[config.mk]
export PLATFORM = sky130hd
export DESIGN_NAME = traffic_monitor
export DESIGN_NICKNAME = d
export VERILOG_FILES = /design/src/rtl/traffic_monitor.sv
export SDC_FILE = /design/constraint.sdc
export NUM_CORES = 1
export LEC_CHECK = 0
export ABC_CLOCK_PERIOD_IN_PS = 5100
export CORE_MARGIN = 1
export CORE_UTILIZATION = 45
export CTS_BUF_LIST = sky130_fd_sc_hd__clkbuf_16
export CTS_CLUSTER_DIAMETER = 100
export DETAILED_ROUTE_END_ITERATION = 6
export DONT_BUFFER_PORTS = 1
export GPL_TIMING_DRIVEN = 0
export HOLD_SLACK_MARGIN = 0.03
export MAX_ROUTING_LAYER = met4
export SLEW_MARGIN = 20
export SYNTH_ARGS = -nofsm -noshare
export SYNTH_HDL_FRONTEND = slang
export SYNTH_SLANG_ARGS = --single-unit
[constraint.sdc]
create_clock -name clk30M -period 5.1 [get_ports clk30M]
set_input_delay 0.51 -clock clk30M [delete_from_list [all_inputs] [get_ports clk30M]]
set_output_delay 0.51 -clock clk30M [all_outputs]
set_load 0.02 [all_outputs]
[src/rtl/traffic_monitor.sv]
// traffic_monitor: passive checker for the traffic-light controller's
// lamp and seven-segment outputs.  It decodes the displays back to
// numbers, tracks the phase sequence and raises sticky error flags
// with a saturating event counter.
//
// Optional feature macro: TLMON_TIME_CHECK_EN (phase duration checking).
// When undefined, the phase timer is compiled out and err_time stays 0.
//
// Ports:
//   clk30M, Reset         clock, synchronous active-high reset
//   sec_tick              one-cycle strobe per second
//   clr_err               clears sticky flags and err_cnt
//   LR1..LG2              lamp states (1 = lit)
//   HEX0..HEX3            active-low segments g..a; HEX1:HEX0 = dir 1,
//                         HEX3:HEX2 = dir 2 (tens:units)
//   phase, locked         tracked phase (0..3) and sync indication
//   cnt1, cnt2            decoded display values (127 = pair blank)
//   err_conflict, err_seq, err_seg, err_time   sticky error flags
//   err_cnt               saturating count of cycles with an error event
module traffic_monitor #(
  parameter int G1_S  = 40,
  parameter int Y1_S  = 5,
  parameter int G2_S  = 30,
  parameter int Y2_S  = 5,
  parameter int TOL_S = 1
) (
  input  logic       clk30M,
  input  logic       Reset,
  input  logic       sec_tick,
  input  logic       clr_err,
  input  logic       LR1,
  input  logic       LY1,
  input  logic       LG1,
  input  logic       LR2,
  input  logic       LY2,
  input  logic       LG2,
  input  logic [6:0] HEX0,
  input  logic [6:0] HEX1,
  input  logic [6:0] HEX2,
  input  logic [6:0] HEX3,
  output logic [1:0] phase,
  output logic       locked,
  output logic [6:0] cnt1,
  output logic [6:0] cnt2,
  output logic       err_conflict,
  output logic       err_seq,
  output logic       err_seg,
  output logic       err_time,
  output logic [7:0] err_cnt
);

  typedef enum logic {UNSYNC, TRACK} state_t;

  state_t     r_state;
  logic [5:0] r_lamps;
  logic [6:0] r_hex0, r_hex1, r_hex2, r_hex3;
  logic [1:0] r_phase;
  logic       r_locked;
  logic [6:0] r_cnt1, r_cnt2;
  logic       r_err_conflict, r_err_seq, r_err_seg, r_err_time;
  logic [7:0] r_err_cnt;

  // Returns {bad, blank, digit[3:0]} for one active-low segment code.
  function automatic logic [5:0] seg_decode(input logic [6:0] code);
    case (code)
      7'h40:   return 6'd0;
      7'h79:   return 6'd1;
      7'h24:   return 6'd2;
      7'h30:   return 6'd3;
      7'h19:   return 6'd4;
      7'h12:   return 6'd5;
      7'h02:   return 6'd6;
      7'h78:   return 6'd7;
      7'h00:   return 6'd8;
      7'h10:   return 6'd9;
      7'h7F:   return 6'b01_0000;
      default: return 6'b10_0000;
    endcase
  endfunction

  // Returns {err, value[6:0]} for a tens:units pair. A pair must be either
  // fully blank (value 127) or two valid digits; anything else is an error.
  function automatic logic [7:0] pair_decode(input logic [6:0] tens,
                                             input logic [6:0] units);
    logic [5:0] t;
    logic [5:0] u;
    t = seg_decode(tens);
    u = seg_decode(units);
    if (t[5] || u[5])      return {1'b1, 7'h7F};
    else if (t[4] && u[4]) return {1'b0, 7'h7F};
    else if (t[4] || u[4]) return {1'b1, 7'h7F};
    else                   return {1'b0, 7'(t[3:0]) * 7'd10 + 7'(u[3:0])};
  endfunction

  logic       w_legal;
  logic [1:0] w_lphase;

  always_comb begin
    w_legal  = 1'b1;
    w_lphase = '0;
    case (r_lamps)
      6'b001100: w_lphase = 2'd0;
      6'b010100: w_lphase = 2'd1;
      6'b100001: w_lphase = 2'd2;
      6'b100010: w_lphase = 2'd3;
      default:   w_legal  = 1'b0;
    endcase
  end

  logic       w_track, w_hold, w_adv;
  logic       w_ev_conflict, w_ev_seq, w_ev_seg, w_ev_time, w_any_ev;
  logic [7:0] w_p1, w_p2;

  assign w_track       = (r_state == TRACK);
  assign w_hold        = w_track && w_legal && (w_lphase == r_phase);
  assign w_adv         = w_track && w_legal && (w_lphase == r_phase + 2'd1);
  assign w_ev_conflict = w_track && !w_legal;
  assign w_ev_seq      = w_track && w_legal && !w_hold && !w_adv;
  assign w_p1          = pair_decode(r_hex1, r_hex0);
  assign w_p2          = pair_decode(r_hex3, r_hex2);
  assign w_ev_seg      = w_p1[7] || w_p2[7];

`ifdef TLMON_TIME_CHECK_EN
  logic [6:0] r_timer;
  logic       r_chk;     // current phase was entered from a full-phase transition
  logic [6:0] w_req, w_lim, w_absdiff;

  always_comb begin
    case (r_phase)
      2'd0:    w_req = 7'(G1_S);
      2'd1:    w_req = 7'(Y1_S);
      2'd2:    w_req = 7'(G2_S);
      default: w_req = 7'(Y2_S);
    endcase
    w_lim     = w_req + 7'(TOL_S);
    w_absdiff = (r_timer >= w_req) ? (r_timer - w_req) : (w_req - r_timer);
  end

  // Stuck detection fires on the tick that takes the timer from
  // required+TOL to required+TOL+1, so it is raised once per phase.
  assign w_ev_time = r_chk &&
                     ((w_adv && (w_absdiff > 7'(TOL_S))) ||
                      (w_hold && sec_tick && (r_timer == w_lim)));
`else
  logic w_unused_time_cfg;
  assign w_unused_time_cfg = ^{G1_S, Y1_S, G2_S, Y2_S, TOL_S, sec_tick};
  assign w_ev_time = 1'b0;
`endif

  assign w_any_ev = w_ev_conflict || w_ev_seq || w_ev_seg || w_ev_time;

  always_ff @(posedge clk30M) begin
    if (Reset) begin
      r_state        <= UNSYNC;
      r_lamps        <= '0;
      r_hex0         <= '1;
      r_hex1         <= '1;
      r_hex2         <= '1;
      r_hex3         <= '1;
      r_phase        <= '0;
      r_locked       <= 1'b0;
      r_cnt1         <= '1;
      r_cnt2         <= '1;
      r_err_conflict <= 1'b0;
      r_err_seq      <= 1'b0;
      r_err_seg      <= 1'b0;
      r_err_time     <= 1'b0;
      r_err_cnt      <= '0;
`ifdef TLMON_TIME_CHECK_EN
      r_timer        <= '0;
      r_chk          <= 1'b0;
`endif
    end else begin
      r_lamps <= {LR1, LY1, LG1, LR2, LY2, LG2};
      r_hex0  <= HEX0;
      r_hex1  <= HEX1;
      r_hex2  <= HEX2;
      r_hex3  <= HEX3;

      case (r_state)
        UNSYNC: begin
          if (w_legal) begin
            r_state  <= TRACK;
            r_locked <= 1'b1;
            r_phase  <= w_lphase;
          end
        end
        TRACK: begin
          if (w_legal && !w_hold) r_phase <= w_lphase;
        end
        default: r_state <= UNSYNC;
      endcase

`ifdef TLMON_TIME_CHECK_EN
      if (w_legal && !w_hold) begin
        r_timer <= '0;
        r_chk   <= w_track;
      end else if (w_hold && sec_tick && (r_timer != '1)) begin
        r_timer <= r_timer + 7'd1;
      end
`endif

      if (!w_p1[7]) r_cnt1 <= w_p1[6:0];
      if (!w_p2[7]) r_cnt2 <= w_p2[6:0];

      // A new event in the clearing cycle survives the clear.
      r_err_conflict <= (r_err_conflict && !clr_err) || w_ev_conflict;
      r_err_seq      <= (r_err_seq      && !clr_err) || w_ev_seq;
      r_err_seg      <= (r_err_seg      && !clr_err) || w_ev_seg;
      r_err_time     <= (r_err_time     && !clr_err) || w_ev_time;
      if (clr_err)
        r_err_cnt <= {7'b0, w_any_ev};
      else if (w_any_ev && (r_err_cnt != '1))
        r_err_cnt <= r_err_cnt + 8'd1;
    end
  end

  assign phase        = r_phase;
  assign locked       = r_locked;
  assign cnt1         = r_cnt1;
  assign cnt2         = r_cnt2;
  assign err_conflict = r_err_conflict;
  assign err_seq      = r_err_seq;
  assign err_seg      = r_err_seg;
  assign err_time     = r_err_time;
  assign err_cnt      = r_err_cnt;

endmodule

==> results of run 1 <==
[routing by layer]
metal	share of wire (%)	GRT usage [%]	up-vias
li1	-	-	1494
met1	46	21.0	1335
met2	49	32.8	58
met3	3.9	4.77	7
met4	1.0	4.76	0
met5	0	-	-
[cell usage after synthesis (4+ instances only)]
cell	instances	area, µm²
a211o_1	4	35.0
a21oi_1	23	115
and3_1	12	75.1
buf_2	6	30.0
clkbuf_1	16	60.1
dfxtp_1	64	1280
fa_1	4	80.1
ha_1	17	213
inv_1	21	78.8
mux2i_1	10	100
nand2_1	34	128
nand2b_1	5	31.3
nand3_1	8	40.0
nand4_1	10	62.6
nor2_1	30	113
nor2b_1	12	75.1
nor3_1	11	55.1
nor4_1	4	25.0
o21ai_0	13	65.1
o21ai_1	5	25.0
o32ai_1	4	35.0
or2_2	30	188
or3_1	13	81.3
xnor2_1	11	96.3
xor2_1	8	70.1
[power breakdown]
part           leakage (nW)  switching, mW  internal (mW)  total, mW
registers             0.528         0.0246          0.520      0.545
clock network         0.162          0.235          0.433      0.668
logic                 0.984         0.0560         0.0431     0.0991
[cells by family (layout without fill, tap and decap cells)]
| kind of cell | after synthesis | in the layout | share of synthesized area (%) |
|---|---|---|---|
| and+or+nand+nor | 192 | 192 | 30.4 |
| AOI/OAI and AO/OA | 69 | 69 | 12.5 |
| DFF | 64 | 64 | 36.0 |
| buffers and inverters | 45 | 61 | 5.06 |
| adders and majority gates | 21 | 21 | 8.22 |
| xor gates and xnor gates | 19 | 19 | 4.67 |
| muxes | 11 | 11 | 3.13 |
[registers in the layout, summed over array words and instances (netlist names)]
| register | cells |
|---|---|
| r_hex2 | 7 |
| r_hex1 | 7 |
| r_hex3 | 7 |
| phase | 2 |
| err_seq | 1 |
| cnt2 | 7 |
| cnt1 | 7 |
| r_hex0 | 7 |
| err_time | 1 |
| err_cnt | 8 |
| err_conflict | 1 |
| err_seg | 1 |
| r_lamps | 6 |
| locked | 1 |
| r_state | 1 |
[cell type report]
cell class	instances	area, µm²
well taps	102	128
clock buffers	9	225
inverters	22	82.6
fillers	736	3670
multi-input cells	312	2100
clock inverters	7	103
flip-flops and latches	64	1280
plain buffers	23	97.6
[stage by stage]
stage / cells / area, µm² / hold WS [ns] / worst slack, ns / total power, mW
after global placement: 523 / 3690 / 0.501 / 1.89 / 0.653
final: 539 / 4020 / 0.280 / 1.79 / 1.31
after CTS: 539 / 4020 / 0.274 / 1.74 / 1.33
after detailed placement: 523 / 3690 / 0.509 / 1.76 / 0.655
after global routing: 539 / 4020 / 0.271 / 1.46 / 1.37
after floorplan: 421 / 3560 / 0.472 / 2.17 / 0.632
[worst max-delay path by stage]
stage                          from  endpoint  slack [ns]
after floorplan           r_hex3[2]   cnt2[6]        2.17
after global placement    r_hex3[2]   cnt2[6]        1.89
after detailed placement  r_hex3[2]   cnt2[6]        1.76
after CTS                 r_hex3[2]   cnt2[6]        1.74
after global routing      r_hex3[2]   cnt2[6]        1.46
final                     r_hex3[2]   cnt2[6]        1.79
==> impl_results.md, run 1 <==
- Netlist cell types: 57
- First DRT Iteration DRCs: 114
- Avg Cell Area, Syn: 8.46 µm²
- Hold Path Depth: 1
- Most common cell after layout, fill and taps aside: dfxtp_1
- DR vias/cell: 5.37
- Die ar.: ~8300 µm²
- I/O pin total: 67
- Skew final: 0.00934 ns
- Clk buf depth: 2
- Syn_nets: 480
- Synth warnings: 0
- CTS root buf: clkbuf_16
- Share of layout cells above drive strength 1: 13.7%
- CP delay by family, top: adder cells
- Post-DP HPWL: 5410 µm
- P_leak: 1.67 nW
- Routed vias: 2894
- GPL Wtd Cong: about 0.84
- Row count: 32
- First-pass GRT wire length: 12100 µm
- Setup violators final: 0
- Htree depth: 3
- Crit. End Element: register
- Crit-path max FO: 8
- CTS Buf Count: 9
- Worst path bufs/invs: 2
- CP startpoint kind: register
- Final wirelength: 7230 µm
- Initial antenna violation count: 0
- Final hold vios: 0
- Crit path largest cell delay: 0.45 ns
- CTS sink cnt: 64
- Reg2reg start: r_hex3[2]
- Post-synthesis sequential area ratio: 36.0%
- Most frequent cells in the layout: 64 x dfxtp_1, 34 x nand2_1, 30 x nor2_1, 30 x or2_2, 23 x a21oi_1
- TritonRoute pass-1 iters: 4
- Hold worst-path end: r_hex3[4]
- Status: finished clean
- Routed WL per cell: 13.4 µm
- Gr usage total: 18.6%
- Total gr overflow: 0
- Ant diodes: 0
- Critical path class: register to register
- Antenna Nets Post-Route: 0
- Starting Density: about 46%
- CP cell instances: clkbuf_1 -> xor2_1 -> nand2_1 -> nor2_1 -> a21oi_1 -> o21ai_0 -> ha_1 -> ha_1 -> inv_1 -> fa_1 -> nor3b_1 -> xnor2_1 -> a21oi_1 -> a211o_1
- Measured slew at the worst slew-check pin: 0.698 ns
- Post-CTS Setup Inserts: 0
- Synth Register Bits: 64
- Mapped Area: 3560 µm²
- Final Core Density: 52.2%
- Hold_sp: HEX3[4]
- Max Slew Vio Count: 0
- Vias in the first global route: ~2700
- Fmax: 302 MHz
- Resized cells post-CTS: 0
- RSZ-0062 raised after global routing: false
- Asr flop ratio synth: 0%
- Required @ worst endpoint: 5.31 ns
- Clock Latency Late Sink: 0.33 ns
- Max_cap viols: 0
- CP Depth: 14
- Slowest CP cell: fa_1
- Die Width: 91.0 µm
- Dominant synthesized flop cell: dfxtp_1
- NumNets Final: 491
- Post-synth EDFFs: 0
- Clock slew at reported path FFs: 0.06 ns
- Largest net degree at the start of global routing: 14
- Cells after synthesis: 421
- Peak supply drop: 0.000175 V
- Setup TNS: 0 ns
- Drc violations: 0
- Synth-to-layout area growth: 12.8%
- Max-slew headroom: about 53%
- Pwr dens: 327 nW/µm²
- Die height: 91.0 µm
- Tmin final: 3.31 ns
- Hold buffer count at cts: 0
- R2R depth: 14
- Worst Path Arrival: 3.52 ns
- Crit Reg-Reg Endpoint: cnt2[6]
- CTS tree: done
- Worst R2R Setup Slack: about 1.8 ns
- Port bufs: 0
- Tcrit/Tclk final: 65.0%
- Core Region: 7690 µm²
- Hold Crit Class: input pin to register
(Power assumes the default switching activity.)
==> inputs of run 2 (changes only) <==
Settings changed: ABC_CLOCK_PERIOD_IN_PS 5100 to 3070.
Clock period 5.1 ns to 3.07 ns, I/O delays scaled along.
==> impl_results.md, run 2 (same netlist as run 1, synthesis figures left out) <==
- Status: finished clean
- Critical path class: register to register
- Vias in the first global route: 2667 (+0.30%)
- Peak supply drop: 0.000293 V (+67%)
- Crit-path max FO: 6 (-2)
- NumNets Final: 500 (+1.8%)
- DR vias/cell: 5.39 (+0.46%)
- Required @ worst endpoint: 3.28 ns (-2.03 ns)
- I/O pin total: 67 (unchanged)
- Clock Latency Late Sink: 0.33 ns (about the same)
- CTS tree: done
- Tmin final: 2.95 ns (-0.362 ns)
- Most common cell after layout, fill and taps aside: dfxtp_1
- Most frequent cells in the layout: 60 x dfxtp_1, 34 x nand2_1, 30 x nor2_1, 30 x or2_2, 22 x a21oi_1
- Tcrit/Tclk final: 96.1% (+31 points)
- CP startpoint kind: register
- Final wirelength: 7430 µm (+2.8%)
- First DRT Iteration DRCs: 95 (-17%)
- Core Region: 7690 µm² (unchanged)
- Htree depth: 3 (unchanged)
- Total gr overflow: 0 (unchanged)
- Max_cap viols: 0 (unchanged)
- Port bufs: 0 (unchanged)
- Setup TNS: 0 ns (unchanged)
- Clock slew at reported path FFs: 0.06 ns (about the same)
- Gr usage total: 18.7% (+0.13 points)
- Final hold vios: 0 (unchanged)
- Share of layout cells above drive strength 1: 19.7% (+6.0 points)
- Clk buf depth: 2 (unchanged)
- GPL Wtd Cong: 0.840 (unchanged)
- CTS Buf Count: 9 (unchanged)
- Die height: 91.0 µm (unchanged)
- First-pass GRT wire length: 12200 µm (+0.74%)
- CTS sink cnt: 64 (unchanged)
- Drc violations: 0 (unchanged)
- Synth-to-layout area growth: 17.8%
- TritonRoute pass-1 iters: 4 (unchanged)
- CTS root buf: clkbuf_16
- Die ar.: 8270 µm² (unchanged)
- Pwr dens: 523 nW/µm² (+60%)
- Hold buffer count at cts: 0 (unchanged)
- Initial antenna violation count: 0 (unchanged)
- Die Width: 91.0 µm (unchanged)
- Ant diodes: 0 (unchanged)
- Row count: 32 (unchanged)
- Max Slew Vio Count: 0 (unchanged)
- Largest net degree at the start of global routing: 14 (unchanged)
- Routed vias: 2956 (+2.1%)
- Worst Path Arrival: 3.16 ns (-0.36 ns)
- Max-slew headroom: 53.3% (about the same)
- P_leak: 1.73 nW (+3.5%)
- Hold Crit Class: input pin to register
- Skew final: 0.00864 ns (-0.000701 ns)
- Crit. End Element: register
- Post-DP HPWL: 5410 µm (unchanged)
- Fmax: 339 MHz (+12%)
- RSZ-0062 raised after global routing: false
- Antenna Nets Post-Route: 0 (unchanged)
- Fin Hold WS: 0.0766 ns (-0.204 ns)
- Final Core Density: 54.6% (+2.3 points)
- Max reg flops: 8 (unchanged)
- Setup violators final: 0 (unchanged)
- Routed WL per cell: 13.6 µm (+1.1%)
- Measured slew at the worst slew-check pin: 0.698 ns (-0.000616 ns)
- Starting Density: 46.3% (unchanged)
## run 2: worst paths after layout
| check | startpoint | to | slack, ns | cells after the start |
|---|---|---|---|---|
| setup / recovery | r_hex3[5] | cnt2[6] | 0.12 | 12 |
| hold / removal | HEX3[4] | r_hex3[4] | 0.08 | 1 |
| setup reg to reg | r_hex3[5] | cnt2[6] | 0.12 | 12 |
| hold reg to reg | r_state | r_state | 0.51 | 2 |
## run 2: metal layers
metal / part of all wire [%] / vias up / global-route usage (%)
met5: 0 / - / -
met4: 1.0 / 0 / 4.76
met3: 3.7 / 8 / 4.77
met2: 50 / 62 / 33.0
met1: 45 / 1369 / 21.2
li1: - / 1517 / -
## run 2: report_power, final
part / total (mW) / switching [mW] / leakage (nW) / internal [mW]
logic: 0.172 / 0.0939 / 1.04 / 0.0784
clock network: 1.11 / 0.391 / 0.162 / 0.720
registers: 0.908 / 0.0431 / 0.527 / 0.865
total: 2.19 / 0.528 / 1.73 / 1.66
## run 2: worst max-delay path, stage by stage, from the launching register on
cell and delay (ns):
dfxtp_2 0.32, buf_6 0.11, nand4_1 0.11, or4_4 0.61, a21boi_4 0.21, ha_4 0.16
ha_4 0.12, inv_2 0.03, fa_2 0.49, nor3b_2 0.21, xnor2_1 0.14, a21oi_1 0.08
a211o_1 0.23
## run 2: layout make-up
class / instances / area (µm²)
Timing Repair Buffer: 10 / 75.1
Multi-Input combinational cell: 312 / 2190
Fill cell: 717 / 3490
Clock buffer: 9 / 225
Clock inverter: 7 / 103
Tap cell: 102 / 128
Sequential cell: 64 / 1290
Buffer: 22 / 104
Inverter: 22 / 82.6
## run 2: timing repair
action / in CTS / in global routing
setup buffers: 0 / 10
endpoints found under the setup margin: 1 / 2
pin swaps: 0 / 10
resized for setup: 4 / 24
## run 2: through the flow
stage	instance area [µm²]	setup WS, ns	power (mW)	std cells
3_3_place_gp	3690	-0.143	1.09	523
3_5_place_dp	3690	-0.274	1.09	523
5_1_grt	4190	0.00912	2.28	548
2_1_floorplan	3560	0.139	1.05	421
4_1_cts	4020	0.0338	2.20	538
6_report	4190	0.119	2.19	548
